**src/rtl/instruction_fetch.sv**
```systemverilog
// instruction_fetch: sequential instruction fetch unit (IDLE -> FETCH -> CAPTURE -> VALID).
// Issues one read per instruction to a synchronous-read instruction memory, holds the
// fetched word until downstream accepts it, and supports redirect (branch/jump) and halt.
//
// Ports:
//   clk, rst_n          clock, asynchronous active-low reset
//   start               begin fetching from current PC (IDLE only)
//   halt                return to IDLE (highest priority)
//   redirect_valid/addr branch/jump request and target
//   instr_ready         downstream accepts instr this cycle
//   mem_read_data       instruction word, valid one cycle after the read strobe
//   mem_read_enable     read strobe (FETCH only)
//   mem_write_enable    constant 0
//   mem_address         current PC
//   instr/instr_pc      fetched word and the address it came from
//   instr_valid         instr holds a valid word
//   pc_overflow         sticky: PC ran past 14'h3FFF
//
// Build option: define FETCH_PC_WRAP_EN to let the PC wrap from 14'h3FFF to 14'h0000
// and keep fetching; otherwise the PC saturates, pc_overflow is set and fetching stops.
module instruction_fetch #(
    parameter logic [13:0] RESET_PC = 14'h2000
) (
    input  logic        clk,
    input  logic        rst_n,
    input  logic        start,
    input  logic        halt,
    input  logic        redirect_valid,
    input  logic [13:0] redirect_addr,
    input  logic        instr_ready,
    input  logic [26:0] mem_read_data,
    output logic        mem_read_enable,
    output logic        mem_write_enable,
    output logic [13:0] mem_address,
    output logic [26:0] instr,
    output logic        instr_valid,
    output logic [13:0] instr_pc,
    output logic        pc_overflow
);

    localparam int unsigned PC_W    = 14;
    localparam int unsigned INSTR_W = 27;
    localparam logic [PC_W-1:0] PC_MAX = 14'h3FFF;

    localparam logic [1:0] S_IDLE    = 2'd0;
    localparam logic [1:0] S_FETCH   = 2'd1;
    localparam logic [1:0] S_CAPTURE = 2'd2;
    localparam logic [1:0] S_VALID   = 2'd3;

    logic [1:0]         state_q, state_d;
    logic [PC_W-1:0]    pc_q, pc_d;
    logic [INSTR_W-1:0] instr_q, instr_d;
    logic [PC_W-1:0]    instr_pc_q, instr_pc_d;
    logic               overflow_q, overflow_d;
    logic               rd_en_q;
    logic               valid_q;

    // State and datapath registers; strobe/valid flops follow the next state.
    always_ff @(posedge clk or negedge rst_n) begin
        if (!rst_n) begin
            state_q    <= S_IDLE;
            pc_q       <= RESET_PC;
            instr_q    <= '0;
            instr_pc_q <= '0;
            overflow_q <= 1'b0;
            rd_en_q    <= 1'b0;
            valid_q    <= 1'b0;
        end else begin
            state_q    <= state_d;
            pc_q       <= pc_d;
            instr_q    <= instr_d;
            instr_pc_q <= instr_pc_d;
            overflow_q <= overflow_d;
            rd_en_q    <= (state_d == S_FETCH);
            valid_q    <= (state_d == S_VALID);
        end
    end

    // Next-state logic. Priority: halt > redirect > normal sequencing (incl. handshake).
    always_comb begin
        state_d    = state_q;
        pc_d       = pc_q;
        instr_d    = instr_q;
        instr_pc_d = instr_pc_q;
        overflow_d = overflow_q;

        if (halt) begin
            state_d = S_IDLE;
            if (redirect_valid) begin
                pc_d       = redirect_addr;
                overflow_d = 1'b0;
            end
        end else if (redirect_valid) begin
            // Any in-flight or held word is dropped simply by not entering VALID.
            pc_d       = redirect_addr;
            overflow_d = 1'b0;
            state_d    = (state_q == S_IDLE) ? S_IDLE : S_FETCH;
        end else begin
            case (state_q)
                S_IDLE: begin
                    if (start && !overflow_q) begin
                        state_d = S_FETCH;
                    end
                end
                S_FETCH: begin
                    state_d = S_CAPTURE;
                end
                S_CAPTURE: begin
                    instr_d    = mem_read_data;
                    instr_pc_d = pc_q;
                    state_d    = S_VALID;
`ifdef FETCH_PC_WRAP_EN
                    pc_d = pc_q + PC_W'(1);
`else
                    // Saturate at the top of the address space and flag it.
                    if (pc_q == PC_MAX) begin
                        overflow_d = 1'b1;
                    end else begin
                        pc_d = pc_q + PC_W'(1);
                    end
`endif
                end
                S_VALID: begin
                    if (instr_ready) begin
                        state_d = overflow_q ? S_IDLE : S_FETCH;
                    end
                end
                default: begin
                    state_d = S_IDLE;
                end
            endcase
        end
    end

    assign mem_read_enable  = rd_en_q;
    assign mem_write_enable = 1'b0;
    assign mem_address      = pc_q;
    assign instr            = instr_q;
    assign instr_pc         = instr_pc_q;
    assign instr_valid      = valid_q;
    assign pc_overflow      = overflow_q;

endmodule
```
**config.mk**
```make
export PLATFORM = sky130hd
export DESIGN_NAME = instruction_fetch
export DESIGN_NICKNAME = d
export VERILOG_FILES = /design/src/rtl/instruction_fetch.sv
export SDC_FILE = /design/constraint.sdc
export NUM_CORES = 1
export LEC_CHECK = 0
export BUFFER_PORTS_ARGS = -buffer_cell sky130_fd_sc_hd__buf_2
export CORE_MARGIN = 3
export CORE_UTILIZATION = 48
export DETAILED_ROUTE_END_ITERATION = 8
export HOLD_SLACK_MARGIN = 0.06
export PLACE_DENSITY = 0.79
export SYNTH_ARGS = -nofsm -noshare
export SYNTH_HDL_FRONTEND = slang
export SYNTH_SLANG_ARGS = --single-unit
```
**constraint.sdc**
```tcl
create_clock -name clk -period 1.9 [get_ports clk]
set_input_delay 0.285 -clock clk [delete_from_list [all_inputs] [get_ports clk]]
set_output_delay 0.285 -clock clk [all_outputs]
set_load 0.05 [all_outputs]
```
==> run_results.csv, run 1 <==
group,metric,value,unit
clock_network,tritoncts.num_buffers,9,
critical_path,timing.critical_path.required,2.16,ns
final_layout,num_antenna_cells,0,
global_routing,grt_max_degree,61,
final_layout,final_area,0.00367,mm2
pwr,total_power,4.63,mW
floorplan,die_area,0.00662,mm2
routing,route.detailed.drc,0,
routing,routed_wl,6.85,mm
pwr,ir_worst_vdd,0.820,mV
routing,post_dr_vias_cell,5.51,
final_layout,area_growth,34.5,%
final_layout,final_layout_size_suffix_gt1_share,56.1,%
timing,final_critical_path_setup_slack,0.107,ns
critical_path,type_of_destination_of_the_critical_path,"register",
logic_synthesis,synth_area_per_cell,12.2,um2
routing,antenna_left,0,
placement,io_buffer_count,104,
logic_synthesis,netlist-cell-type-count,46,
final_layout,final_common_cell,"sky130_fd_sc_hd__buf_2",
floorplan,die-width,81.4,um
floorplan,fp.coreArea,0.00530,mm2
clock_network,cts_tree,"yes",
outcome,run_status,"completed",
timing,finalWorstPathRequiredPeriod,1.79,ns
critical_path,path_cells,"or3b_1 > or4_1 > a31oi_1",
timing,finalHoldViolations,0,
logic_synthesis,synth_async_sr_flop_share,100,%
routing,vias,2272,
logic_synthesis,postSynthRegisterBits,60,
clock_network,clk_root_buffer_cell,"sky130_fd_sc_hd__clkbuf_8",
critical_path,worstSetupStartpointType,"register",
routing,starting_drt_drc_count,196,
placement,finalWeightedCongestion,0.950,
floorplan,chipHeight,81.4,um
routing,drt-wirelength-per-cell,16.6,um
placement,numPlacedInstances,396,
global_routing,grtUsageTotal,21.4,%
critical_path,highest_cell_delay_on_the_worst_timing_path,0.57,ns
critical_path,worst-setup-path-type,"reg -> reg",
final_layout,finish.cell_count_without_fillers,412,
placement,placedInstanceArea,0.00341,mm2
final_layout,mostFrequentLayoutCells,"sky130_fd_sc_hd__buf_2 (104), sky130_fd_sc_hd__dfrtp_1 (50), sky130_fd_sc_hd__mux2_2 (39)",
logic_synthesis,synthFlopType,"sky130_fd_sc_hd__dfrtp_1",
logic_synthesis,post_synth_inst_count,223,
timing,layout_skew,0.00704,ns
timing,rsz_0062_raised_after_global_routing,"no",
logic_synthesis,number_of_enable_type_register_cells_in_the_synthesized_netlist,0,
clock_network,clock_path_buffers,2,
floorplan,top_level_ports,106,
final_layout,nNetsFinal,386,
critical_path,cp.buffers_inverters,0,
timing,period_share,94.4,%
run,drv.max_cap_violation_count,0,
logic_synthesis,synthesis.nets,271,
global_routing,grt_overflow,0,
floorplan,starting_density_of_the_core,51.4,%
logic_synthesis,seq_area_frac_synth,55.1,%
critical_path,arrival,2.05,ns
pwr,power_density,1260,mW/mm2
timing,setup_total_negative_slack,0,ns
critical_path,cp_top_family,"simple AND/OR/NAND/NOR gates",
timing,setup_viol,0,
hold_path,worst_hold_check_path_type,"in -> reg",
global_routing,global_route_wire_length_before_repair,10.5,mm
pwr,cellLeakagePower,1.78,nW
timing,timing.final.max_slew_violations,0,
timing,clock.fmax,558,MHz
global_routing,first_global_vias,2152,
clock_network,insertion_delay,0.34,ns
routing,drt_pass1_iterations,4,
critical_path,path_max_fanout,12,
global_routing,grt_antenna_before_repair,0,
clock_network,clkTransAtPathRegs,0.07,ns
critical_path,critical_path_s_slowest_cell,"sky130_fd_sc_hd__or3b_1",
logic_synthesis,mappedNetlistArea,0.00273,mm2
critical_path,ff2ff_setup_slack,0.11,ns
floorplan,core.rowCount,26,
clock_network,cts_sinks,60,
logic_synthesis,synth_warnings,0,
clock_network,cts_htree_levels,3,
placement,detailed_place_hpwl,5.01,mm
placement,placement.setup.worst_slack,0.138,ns
[metrics by stage]
step	hold slack, ns	util [%]
4_1_cts	0.148	69.0
2_1_floorplan	-0.0106	-
3_3_place_gp	0.309	64.4
3_5_place_dp	0.318	64.4
6_report	0.154	69.2
5_1_grt	0.157	69.2
[area by class of cell]
class / instances / area [um2]
flip-flops and latches: 60 / 1510
clock buffers: 12 / 165
inverters: 3 / 11.3
well taps: 70 / 87.6
fillers: 408 / 1640
multi-input cells: 144 / 1150
clock inverters: 3 / 68.8
repair buffers: 120 / 668
[cell families after synthesis]
logic type               after synthesis  share of synthesized area [%]
multiplexers                          42                           17.3
AND/OR/NAND/NOR                       62                           13.2
AO/OA/AOI/OAI                         38                           10.1
other                                  1                          0.138
adder cells (fa/ha/maj)                1                          0.459
flip-flops                            60                           55.1
buffers and inverters                 19                           3.67
[cells in the mapped netlist (2+ instances only)]
cell | instances | area share [%]
sky130_fd_sc_hd__a211oi_1 | 2 | 0.55
sky130_fd_sc_hd__a21oi_1 | 6 | 1.1
sky130_fd_sc_hd__a311oi_1 | 2 | 0.64
sky130_fd_sc_hd__a31oi_1 | 9 | 2.1
sky130_fd_sc_hd__and3_1 | 2 | 0.46
sky130_fd_sc_hd__and4_1 | 2 | 0.64
sky130_fd_sc_hd__buf_2 | 7 | 1.3
sky130_fd_sc_hd__buf_6 | 2 | 0.83
sky130_fd_sc_hd__clkbuf_1 | 5 | 0.69
sky130_fd_sc_hd__dfrtp_1 | 59 | 54
sky130_fd_sc_hd__inv_1 | 3 | 0.41
sky130_fd_sc_hd__mux2_1 | 3 | 1.2
sky130_fd_sc_hd__mux2_2 | 39 | 16
sky130_fd_sc_hd__nand2_1 | 7 | 0.96
sky130_fd_sc_hd__nand3_1 | 4 | 0.73
sky130_fd_sc_hd__nand4_1 | 5 | 1.1
sky130_fd_sc_hd__nor2_1 | 17 | 2.3
sky130_fd_sc_hd__nor3_1 | 2 | 0.37
sky130_fd_sc_hd__nor4_1 | 5 | 1.1
sky130_fd_sc_hd__nor4b_1 | 3 | 0.96
sky130_fd_sc_hd__o21ai_0 | 5 | 0.92
sky130_fd_sc_hd__o31ai_1 | 3 | 0.83
sky130_fd_sc_hd__o32a_1 | 5 | 1.8
sky130_fd_sc_hd__or3_1 | 2 | 0.46
sky130_fd_sc_hd__or4_1 | 3 | 0.83
[worst reg2reg max path: cells and delay by family, from the launching register on]
kind	cells	cell delay, ns
flops	1	0.43
simple gates	2	1.12
compound gates	1	0.17
[where the power goes]
part / total, mW / switching, mW / internal (mW)
registers: 1.67 / 0.144 / 1.53
clock network: 1.34 / 0.497 / 0.841
logic: 1.63 / 1.19 / 0.440
total: 4.63 / 1.83 / 2.81
[layer usage]
metal	global-route usage [%]	wire length [um]	part of all wire [%]
met5	0	0	0
met4	8.45	125	1.8
met3	5.76	567	8.3
met2	34.4	3420	50
met1	27.3	2740	40
[registers in the layout, indices dropped and copies added (netlist names)]
| register | count |
|---|---|
| instr | 27 |
| instr_pc | 14 |
| instr_valid | 1 |
| mem_address | 14 |
| mem_read_enable | 1 |
| pc_overflow | 1 |
| state_q | 2 |
[what timing repair did]
action                                  CTS  global route
resized for setup                         0             2
endpoints found under the setup margin    0             3
endpoints found under the hold margin    59             0
hold buffers                              1             0
setup buffers                             0             0
[worst paths after layout]
kind                                   start  depth (start not counted)         endpoint
setup / recovery                  state_q[0]                          3   mem_address[3]
setup reg to reg                  state_q[0]                          3   mem_address[3]
max in group asynchronous              rst_n                          3  mem_address[13]
hold reg to reg                    instr[12]                          1        instr[12]
hold / removal             mem_read_data[12]                          2        instr[12]
min in group asynchronous              rst_n                          3         instr[5]
No activity file was read; power rests on OpenSTA's default activity.
==> run 2: changes to the inputs <==
- CORE_UTILIZATION: 48 -> 44
- PLACE_DENSITY: 0.79 -> 0.76
- clock period: 1.9 -> 1.5 ns (I/O delays scaled with it)
==> run 2 against run 1 <==
The run now ends with negative setup slack left. Combinational power increased by 49%. Clock skew increased by 0.0019 ns. Cell area increased by 19%. Clock power increased by 6%. Worst hold slack got worse by 0.048 ns. Global-route usage increased by 3.1 points. Sequential share of layout area decreased by 6.4 points. Via count increased by 12%. Critical path depth increased by 1. Non-clock buffer count increased by 44. Flip-flop and latch count unchanged. Critical endpoint is now mem_address[7]. Largest cell class unchanged.
==> run_results.csv, run 2 (synthesized netlist as in run 1, its figures left out) <==
group,metric,value,unit
routing,post_dr_vias_cell,5.49,
routing,route.layer.met1.wl,3.53,mm
clock_network,clk_root_buffer_cell,"sky130_fd_sc_hd__clkbuf_8",
pwr,seq_power_share,35.7,%
critical_path,path_max_fanout,4,
final_layout,finish.cell_count_without_fillers,462,
placement,finalWeightedCongestion,0.854,
timing,clock.fmax,603,MHz
outcome,run_status,"complete, but fails checks",
routing,drt-wirelength-per-cell,18.3,um
floorplan,fp.coreArea,0.00596,mm2
pwr,ir_worst_vdd,1.07,mV
final_layout,num_antenna_cells,0,
final_layout,finish.utilization,73.2,%
pwr,power_density,1370,mW/mm2
floorplan,die_area,0.00718,mm2
global_routing,grtUsageTotal,24.5,%
global_routing,grt_antenna_before_repair,0,
clock_network,insertion_delay,0.33,ns
timing,setup_viol,54,
timing,layout_skew,0.00895,ns
floorplan,die-width,84.7,um
routing,antenna_left,0,
clock_network,cts_sinks,60,
clock_network,tritoncts.num_buffers,9,
floorplan,top_level_ports,106,
global_routing,grt_overflow,0,
final_layout,final_layout_size_suffix_gt1_share,68.2,%
critical_path,worst-setup-path-type,"reg -> reg",
pwr,p_switching,2.43,mW
final_layout,nNetsFinal,431,
placement,numPlacedInstances,432,
routing,routed_wl,8.44,mm
pwr,power.share.combinational,40.6,%
global_routing,global_route_wire_length_before_repair,13.6,mm
clock_network,cts_htree_levels,3,
routing,drt_pass1_iterations,5,
routing,route.detailed.drc,0,
final_layout,fill_cell_total_of_the_finished_layout,414,
outcome,violations,"negative setup slack",
placement,detailed_place_hpwl,5.42,mm
floorplan,starting_density_of_the_core,45.8,%
routing,starting_drt_drc_count,108,
floorplan,chipHeight,84.7,um
floorplan,core.rowCount,28,
timing,finalHoldViolations,0,
run,drv.max_cap_violation_count,0,
critical_path,timing.critical_path.required,1.77,ns
timing,timing.final.max_slew_violations,0,
final_layout,max_reg_flops,27,
timing,finalHoldWorstSlack,0.107,ns
placement,placedInstanceArea,0.00379,mm2
placement,io_buffer_count,104,
pwr,internal_power,3.56,mW
clock_network,clkTransAtPathRegs,0.06,ns
critical_path,worstSetupStartpointType,"register",
timing,finalWorstPathRequiredPeriod,1.66,ns
routing,met2WireLength,4.15,mm
pwr,switching_share,40.6,%
routing,uppermost_layer_routed,"met4",
hold_path,worst_hold_check_path_type,"in -> reg",
final_layout,area_growth,59.9,%
timing,setup_total_negative_slack,-4.96,ns
critical_path,type_of_destination_of_the_critical_path,"register",
global_routing,grt_max_degree,31,
final_layout,final_area,0.00436,mm2
routing,route.met3.wl,656,um
timing,final_critical_path_setup_slack,-0.157,ns
final_layout,final_common_cell,"sky130_fd_sc_hd__buf_2",
clock_network,cts_tree,"yes",
global_routing,first_global_vias,2663,
pwr,cellLeakagePower,2.13,nW
routing,vias,2537,
critical_path,arrival,1.92,ns
pwr,p_clk_share,23.7,%
clock_network,clock_path_buffers,2,
timing,period_share,110,%
timing,rsz_0062_raised_after_global_routing,"yes",
final_layout,mostFrequentLayoutCells,"sky130_fd_sc_hd__buf_2 (103), sky130_fd_sc_hd__buf_4 (50), sky130_fd_sc_hd__dfrtp_1 (46)",
run 2: cell count changes in the layout (fill, tap and decap cells not counted), moves of 4 or more:
cell / delta
sky130_fd_sc_hd__dfrtp_1: -4
sky130_fd_sc_hd__buf_4: +37
sky130_fd_sc_hd__buf_16: +4
sky130_fd_sc_hd__dfrtp_2: +4
sky130_fd_sc_hd__mux2_4: +42
sky130_fd_sc_hd__mux2_2: -39
run 2: routing by layer:
layer	track usage (%)	up-vias
met5	0	-
met4	6.62	0
met3	6.97	8
met2	40.2	119
met1	31.9	1245
li1	-	1165
run 2: final timing paths:
path	from	endpoint	slack (ns)	cells after the start
min in group asynchronous	rst_n	instr[13]	0.47	3
min	redirect_addr[13]	mem_address[13]	0.11	3
max	mem_address[13]	mem_address[7]	-0.16	4
max in group asynchronous	rst_n	mem_address[13]	0.68	3
max reg2reg	mem_address[13]	mem_address[7]	-0.16	4
min reg2reg	instr_pc[1]	instr_pc[1]	0.51	1
run 2: what timing repair did:
action	4_1_cts	5_1_grt
hold buffers	1	0
gates resized for setup	25	16
gates cloned	5	1
hold endpoints to repair	59	0
setup endpoints to repair	56	59
pin swaps	8	14
setup buffers	7	4
run 2: layout make-up:
cell class	count	area, um2	share of cell area [%]
Inverter	3	11.3	0.258
Clock inverter	5	52.6	1.21
Clock buffer	10	138	3.16
Timing Repair Buffer	164	1110	25.5
Multi-Input combinational cell	145	1440	32.9
Tap cell	75	93.8	2.15
Sequential cell	60	1520	34.8
run 2: power groups by stage:
stage | Clock [mW] | Sequential (mW) | Combinational [mW]
6_report | 1.42 | 2.14 | 2.43
5_1_grt | 1.53 | 2.18 | 2.54
4_1_cts | 1.44 | 2.13 | 2.40
3_5_place_dp | 0 | 2.15 | 2.31
3_3_place_gp | 0 | 2.12 | 2.29
2_1_floorplan | 0 | 3.24 | 0.559
run 2: stage by stage:
stage / setup WS, ns / total power, mW
finish: -0.157 / 5.98
detailed placement: -0.246 / 4.46
floorplan: -0.327 / 3.80
CTS: -0.146 / 5.97
global placement: -0.197 / 4.41
global route: -0.205 / 6.26
run 2: critical path, stage by stage, from the launching register on:
cell	delay, ns
sky130_fd_sc_hd__dfstp_2	0.56
sky130_fd_sc_hd__nand4_1	0.13
sky130_fd_sc_hd__or4_4	0.56
sky130_fd_sc_hd__a31oi_1	0.14
sky130_fd_sc_hd__o221a_2	0.20
==> run 3: changes to the inputs <==
- CORE_ASPECT_RATIO: default -> 0.5
==> run 3 against run 2 <==
The flow still finishes with violations (negative setup slack). First-iteration DRC count grew 140%. Worst hold slack gained 0.017 ns. Flip-flop and latch count is the same. Cell area grew 6.5%. Clock power grew 44%. Critical endpoint is now mem_address[5].
==> run_results.csv, run 3 (synthesized netlist as in run 1, its figures left out) <==
group,metric,value,unit
outcome,run_status,"complete, but fails checks",
outcome,violations,"negative setup slack",
global_routing,grt_antenna_before_repair,0,
final_layout,mostFrequentLayoutCells,"sky130_fd_sc_hd__buf_2 (102), sky130_fd_sc_hd__dfrtp_1 (46), sky130_fd_sc_hd__buf_4 (44)",
timing,timing.final.max_slew_violations,0,
routing,uppermost_layer_routed,"met4",
global_routing,global_route_wire_length_before_repair,14.7,mm
critical_path,timing.critical_path.required,1.70,ns
critical_path,worst-setup-path-type,"reg -> reg",
placement,finalWeightedCongestion,0.873,
timing,finalHoldViolations,0,
placement,detailed_place_hpwl,5.74,mm
clock_network,insertion_delay,0.33,ns
final_layout,multiInputGateArea,0.00157,mm2
timing,clock.fmax,583,MHz
routing,starting_drt_drc_count,261,
floorplan,top_level_ports,106,
routing,vias,2806,
routing,route.detailed.drc,0,
final_layout,final_layout_size_suffix_gt1_share,71.1,%
floorplan,fp.coreArea,0.00573,mm2
floorplan,die_area,0.00723,mm2
global_routing,grt_max_degree,43,
critical_path,worst-path-stages,5,
hold_path,min_path_cells,2,
critical_path,highest_cell_delay_on_the_worst_timing_path,0.54,ns
timing,period_share,114,%
timing,setup_viol,57,
clock_network,cts_htree_levels,3,
final_layout,fill_cell_total_of_the_finished_layout,296,
pwr,power_density,1460,mW/mm2
routing,route.met3.wl,833,um
final_layout,num_antenna_cells,0,
floorplan,chipHeight,61.7,um
critical_path,type_of_destination_of_the_critical_path,"register",
floorplan,die-width,117,um
timing,rsz_0062_raised_after_global_routing,"yes",
placement,io_buffer_count,104,
critical_path,path_cells,"and4_4 > and4_4 > buf_12 > nor4b_4 > o32a_1",
routing,route.layer.met1.wl,4.20,mm
final_layout,max_reg_flops,27,
run,drv.max_cap_violation_count,0,
critical_path,critical_path_s_slowest_cell,"sky130_fd_sc_hd__dfstp_2",
clock_network,cts_tree,"yes",
clock_network,clk_root_buffer_cell,"sky130_fd_sc_hd__clkbuf_16",
critical_path,worstSetupStartpointType,"register",
critical_path,arrival,1.92,ns
clock_network,clock_path_buffers,2,
global_routing,first_global_vias,2715,
routing,routed_wl,10.6,mm
final_layout,nNetsFinal,434,
timing,layout_skew,0.00657,ns
routing,antenna_left,0,
final_layout,layout.area.seq,0.00152,mm2
routing,drt-wirelength-per-cell,22.4,um
final_layout,area_growth,70.2,%
critical_path,cp_most_frequent_cell,"sky130_fd_sc_hd__and4_4",
clock_network,clkTransAtPathRegs,0.06,ns
hold_path,worst_hold_check_path_type,"in -> reg",
routing,drt_pass1_iterations,5,
critical_path,cp.buffers_inverters,1,
pwr,ir_worst_vdd,1.03,mV
final_layout,final_common_cell,"sky130_fd_sc_hd__buf_2",
timing,setup_total_negative_slack,-7.39,ns
floorplan,core.rowCount,19,
global_routing,grt_overflow,0,
routing,met2WireLength,5.12,mm
clock_network,cts_sinks,60,
clock_network,tritoncts.num_buffers,9,
pwr,total_power,6.79,mW
routing,post_dr_vias_cell,5.91,
pwr,cellLeakagePower,2.21,nW
floorplan,starting_density_of_the_core,47.6,%
timing,finalWorstPathRequiredPeriod,1.71,ns
global_routing,grtUsageTotal,26.6,%
critical_path,worst-r2r-cell-count,5,
critical_path,cp_top_family,"simple AND/OR/NAND/NOR gates",
timing,final_critical_path_setup_slack,-0.214,ns
critical_path,path_max_fanout,7,
==> run 3: area by class of cell <==
class | count | area share [%]
clock buffers | 10 | 4.93
clock inverters | 6 | 1.40
inverters | 3 | 0.243
multi-input cells | 144 | 33.8
flip-flops and latches | 60 | 32.7
well taps | 84 | 2.26
repair buffers | 168 | 24.6
==> run 3: metrics by stage <==
stage          setup WS, ns  std cells  area, um2  hold slack [ns]  utilization, %
2_1_floorplan        -0.327        223       2940          -0.0706               -
3_3_place_gp         -0.170        441       3840            0.171            67.0
3_5_place_dp         -0.225        441       3840            0.182            67.0
4_1_cts              -0.182        474       4530            0.124            79.1
5_1_grt              -0.237        475       4640            0.121            81.0
6_report             -0.214        475       4640            0.124            81.0
==> run 3: report_power, final <==
part	switching (mW)	internal, mW
combinational	1.71	0.866
clock	0.768	1.28
sequential	0.230	1.94
==> run 3: layer usage <==
layer  GRT usage (%)  vias up
li1                -     1163
met2            45.7      181
met1            32.6     1409
met4            12.2        0
met3            7.61       53
met5               0        -
==> run 3: path summary, 6_finish.rpt <==
check / from / endpoint / slack, ns
min in group asynchronous: rst_n / instr[20] / 0.37
setup reg to reg: mem_address[13] / mem_address[5] / -0.21
hold / removal: mem_read_data[13] / instr[13] / 0.12
max in group asynchronous: rst_n / mem_address[13] / 0.51
hold reg to reg: instr[4] / instr[4] / 0.50
setup / recovery: mem_address[13] / mem_address[5] / -0.21
==> run 3: what timing repair did <==
action,CTS,global route
gates resized for setup,43,37
setup endpoints to repair,58,60
pin swaps,19,20
endpoints found under the hold margin,18,0
hold buffers,1,0
setup buffers,12,8
gates cloned,4,0
